--- config.mk ---
export PLATFORM = sky130hd
export DESIGN_NAME = shift_add_seq_ctrl
export DESIGN_NICKNAME = d
export VERILOG_FILES = /design/src/rtl/shift_add_pkg.sv /design/src/rtl/shift_add_seq_ctrl_counter.sv /design/src/rtl/shift_add_seq_ctrl.sv
export SDC_FILE = /design/constraint.sdc
export NUM_CORES = 1
export LEC_CHECK = 0
export CORE_AREA = 2 2 39 41
export DETAILED_ROUTE_END_ITERATION = 8
export DIE_AREA = 0 0 41 43
export PLACE_DENSITY = 0.7
export SLEW_MARGIN = 20
export SYNTH_ARGS = -nofsm -noshare
export SYNTH_HDL_FRONTEND = slang
export SYNTH_SLANG_ARGS = --single-unit
--- constraint.sdc ---
create_clock -name clk -period 3.3 [get_ports clk]
set_input_delay 0.33 -clock clk [delete_from_list [all_inputs] [get_ports clk]]
set_output_delay 0.33 -clock clk [all_outputs]
set_load 0.01 [all_outputs]
--- src/rtl/shift_add_pkg.sv ---
// Shared definitions for the shift-and-add multiplier: FSM state encodings
// and the default operand width.
package shift_add_pkg;

    localparam int WIDTH_DEFAULT = 8;

    typedef enum logic [2:0] {
        IDLE  = 3'b000,
        LOAD  = 3'b001,
        CHECK = 3'b010,
        ADD   = 3'b011,
        SHIFT = 3'b100,
        DONE  = 3'b101
    } state_t;

endpackage

--- src/rtl/shift_add_seq_ctrl_counter.sv ---
// Loadable down-counter tracking the remaining multiplier bits; is_one lets
// the sequencer spot the final iteration without a zero-detect downstream.
module bit_down_counter #(
    parameter int CW = 4
) (
    input  logic          clk,
    input  logic          rst,
    input  logic          load,
    input  logic [CW-1:0] load_val,
    input  logic          dec,
    input  logic          clr,
    output logic [CW-1:0] count,
    output logic          is_one
);

    // clr outranks load so a cancel issued during LOAD still leaves zero.
    always_ff @(posedge clk or posedge rst) begin
        if (rst) begin
            count <= '0;
        end else if (clr) begin
            count <= '0;
        end else if (load) begin
            count <= load_val;
        end else if (dec) begin
            count <= count - 1'b1;
        end
    end

    assign is_one = (count == CW'(1));

endmodule

--- src/rtl/shift_add_seq_ctrl.sv ---
// Sequencer for the shift-and-add multiplier: load, then per bit an optional
// add followed by a shift, then a one-cycle done pulse. Outputs are Moore.
module shift_add_seq_ctrl
    import shift_add_pkg::*;
#(
    parameter int WIDTH = WIDTH_DEFAULT,
    parameter int CW    = $clog2(WIDTH + 1)
) (
    input  logic          clk,
    input  logic          rst,
    input  logic          start,
    input  logic          abort,
    input  logic          lsb,
    output logic          ld,
    output logic          add,
    output logic          sh,
    output logic          busy,
    output logic          done,
    output logic [CW-1:0] bits_left,
    output logic [2:0]    state
);

    state_t state_q;
    state_t state_d;
    logic   cnt_load;
    logic   cnt_dec;
    logic   cnt_is_one;

    always_ff @(posedge clk or posedge rst) begin
        if (rst) begin
            state_q <= IDLE;
        end else begin
            state_q <= state_d;
        end
    end

    always_comb begin
        state_d  = state_q;
        ld       = 1'b0;
        add      = 1'b0;
        sh       = 1'b0;
        done     = 1'b0;
        cnt_load = 1'b0;
        cnt_dec  = 1'b0;
        case (state_q)
            IDLE: begin
                if (start) state_d = LOAD;
            end
            LOAD: begin
                ld       = 1'b1;
                cnt_load = 1'b1;
                state_d  = CHECK;
            end
            CHECK: begin
                state_d = lsb ? ADD : SHIFT;
            end
            ADD: begin
                add     = 1'b1;
                state_d = SHIFT;
            end
            SHIFT: begin
                sh      = 1'b1;
                cnt_dec = 1'b1;
                state_d = cnt_is_one ? DONE : CHECK;
            end
            DONE: begin
                done    = 1'b1;
                state_d = IDLE;
            end
            default: begin
                state_d = IDLE;
            end
        endcase
        // Cancel wins over every other transition, including a start in IDLE.
        if (abort) state_d = IDLE;
    end

    bit_down_counter #(
        .CW(CW)
    ) u_counter (
        .clk      (clk),
        .rst      (rst),
        .load     (cnt_load),
        .load_val (CW'(WIDTH)),
        .dec      (cnt_dec),
        .clr      (abort),
        .count    (bits_left),
        .is_one   (cnt_is_one)
    );

    assign busy  = (state_q != IDLE);
    assign state = state_q;

endmodule

==> flow_summary.json <==
{
  "rsz0062_at_grt": "no",
  "die_x_um": 41,
  "grt_pass1_vias": 385,
  "nFillCells": 145,
  "worst_pin_slew_ns": 0.412,
  "worstPathRequired_ns": 2.97,
  "relSlewSlack_pct": 72.6,
  "cts_root_buf": "clkbuf_4",
  "fin_total_pwr_w": 0.000246,
  "r2r-end": "state[0]$_DFFE_PP0P_",
  "synthesis.nets": 59,
  "fin_crit_sh_pct": 64.4,
  "crit_chain": "nor3b_4, clkdlybuf4s50_1",
  "initial_utilization_pct": 34.9,
  "async_flop_share_pct": 100,
  "timing.rr.start": "state[1]$_DFFE_PP0P_",
  "place.gp.congestion": 0.779,
  "outcome": "finished, final reports clean",
  "synthCells": 52,
  "post-synth-top-area-cell": "dfrtp_1",
  "path_buf_inv": 1,
  "grt_pass1_wl_mm": 1.79,
  "synth_top_area_share_pct": 36.3,
  "wl_per_cell_um": 12.1,
  "path_clk_slew_ns": 0.06,
  "io_pins": 17,
  "postCtsSetupBuffers": 0,
  "hold_viol": 0,
  "maxSlewViolCount": 0,
  "cts_sinks": 7,
  "core_area_sq_um": 1380,
  "seq_area_frac_synth_pct": 36.3,
  "critPathCaptureType": "primary output",
  "dr.pass1.iters": 4,
  "vdd_ir_drop_max_mv": 0.243,
  "multi_input_area_sq_um": 265,
  "final_cell_mix": "16 x clkdlybuf4s50_1, 7 x dfrtp_1, 6 x nor2_1, 5 x inv_1, 3 x clkbuf_4",
  "hold_path_class": "primary input to async pin",
  "grt_use_total_pct": 15.4,
  "reg2reg_slack_ns": 1.87,
  "gr-total-overflow": 0,
  "antenna_found_initial": 0,
  "nNetsFinal": 77,
  "area_growth_pct": 38.1,
  "vias": 426,
  "drive_gt1_share_pct": 15.9,
  "cp.arrival_ns": 1.80,
  "syn-cell-area_sq_um": 483,
  "path_max_fanout": 13,
  "grt_max_degree": 14,
  "antenna_cells": 0,
  "yosysWarnings": 0,
  "synth_enable_flop_cells": 0,
  "path_class": "register to primary output",
  "cap_viol_max_count": 0,
  "power.density_nw_per_um2": 369,
  "mostFrequentLayoutCell": "clkdlybuf4s50_1",
  "clockBufferDepth": 2,
  "routed_wl_mm": 1.03,
  "cts_tree": "built",
  "drtIter0Drc": 3,
  "cts_max_level": 1,
  "rr_worst_depth": 3,
  "core.rowCount": 14,
  "fmax_ghz": 0.470,
  "leakage_nw": 0.259,
  "fin_crit_ns": 2.13,
  "hpwl_um": 757,
  "crit_family": "buffers and inverters",
  "design.die.area_sq_um": 1760,
  "cts_hold_buf": 0,
  "worst_hold_slack_ns": 0.291,
  "slowest_stage": "clkdlybuf4s50_1",
  "setup_violations": 0,
  "postRouteAntennaNets": 0,
  "ys.flop_type": "dfrtp_1",
  "synthTopCellsByArea": "dfrtp_1 36%, ha_1 5.2%, nor2_1 4.7%",
  "die_h_um": 43,
  "synth.avg_cell_area_sq_um": 9.29,
  "utilization_pct": 48.2,
  "viasPerCell": 5.01,
  "ctsResizeCount": 0,
  "yosysUniqueCellTypes": 30,
  "portBuffers": 16,
  "insertion_delay_ns": 0.26,
  "register_area_sq_um": 175,
  "finalClockSkew_ns": 0.00937,
  "cts_buffers": 3,
  "startpoint_type": "register",
  "ys_ff_latch": 7,
  "setup_tns_ns": 0,
  "crit_path_max_incr_delay_ns": 0.61,
  "drc": 0
}
flip-flops by register name (all words and copies together) (netlist names):
signal	cells
state	3
u_counter.count	4
layer usage:
metal | part of all wire (%) | track usage, % | up-vias
li1 | - | - | 213
met2 | 43 | 20.3 | 17
met3 | 8.1 | 4.71 | 3
met1 | 46 | 20.9 | 193
met5 | 0 | 0 | -
met4 | 2.0 | 10.0 | 0
metrics by stage:
stage / setup WS (ns) / cell area [sq um] / instances
global route: 1.05 / 667 / 85
finish: 1.17 / 667 / 85
CTS: 1.17 / 667 / 85
detailed placement: 1.46 / 639 / 81
floorplan: 1.90 / 483 / 52
global placement: 1.46 / 639 / 81
Yosys cell counts, types with 2 or more instances:
cell type	count
nor2_1	6
a21oi_1	2
nor3_1	2
dfrtp_1	7
inv_1	5
ha_1	2
a211oi_1	2
o21ai_0	2
xnor2_1	2
nor3b_1	2
report_power, final:
group,internal [W],leakage [nW],switching [W]
Clock,0.0000445,0.0177,0.0000362
Combinational,0.0000362,0.146,0.0000247
Sequential,0.0000910,0.0955,0.0000138
Total,0.000172,0.259,0.0000747
layout make-up:
type,count,area share (%)
clock buffers,3,3.38
clock inverters,1,0.750
inverters,5,2.81
multi-input cells,37,39.8
flip-flops and latches,7,26.3
well taps,16,3.00
repair buffers,16,24.0
logic make-up after synthesis:
group / synth area share [%]
simple gates: 35.8
compound gates: 10.4
buf+inv: 8.81
flops: 36.3
xor+xnor: 3.63
fa+ha+maj: 5.18
how the worst max path moves through the flow:
stage	cells after the start	to	startpoint	slack [ns]
final	2	sh	state[2]$_DFFE_PP0P_	1.17
after global routing	2	ld	state[0]$_DFFE_PP0P_	1.05
after CTS	2	ld	state[0]$_DFFE_PP0P_	1.17
after detailed placement	2	ld	state[0]$_DFFE_PP0P_	1.46
after global placement	2	ld	state[0]$_DFFE_PP0P_	1.46
after floorplan	2	busy	state[1]$_DFFE_PP0P_	1.90
Note: power is estimated with default switching activity, not from simulation.
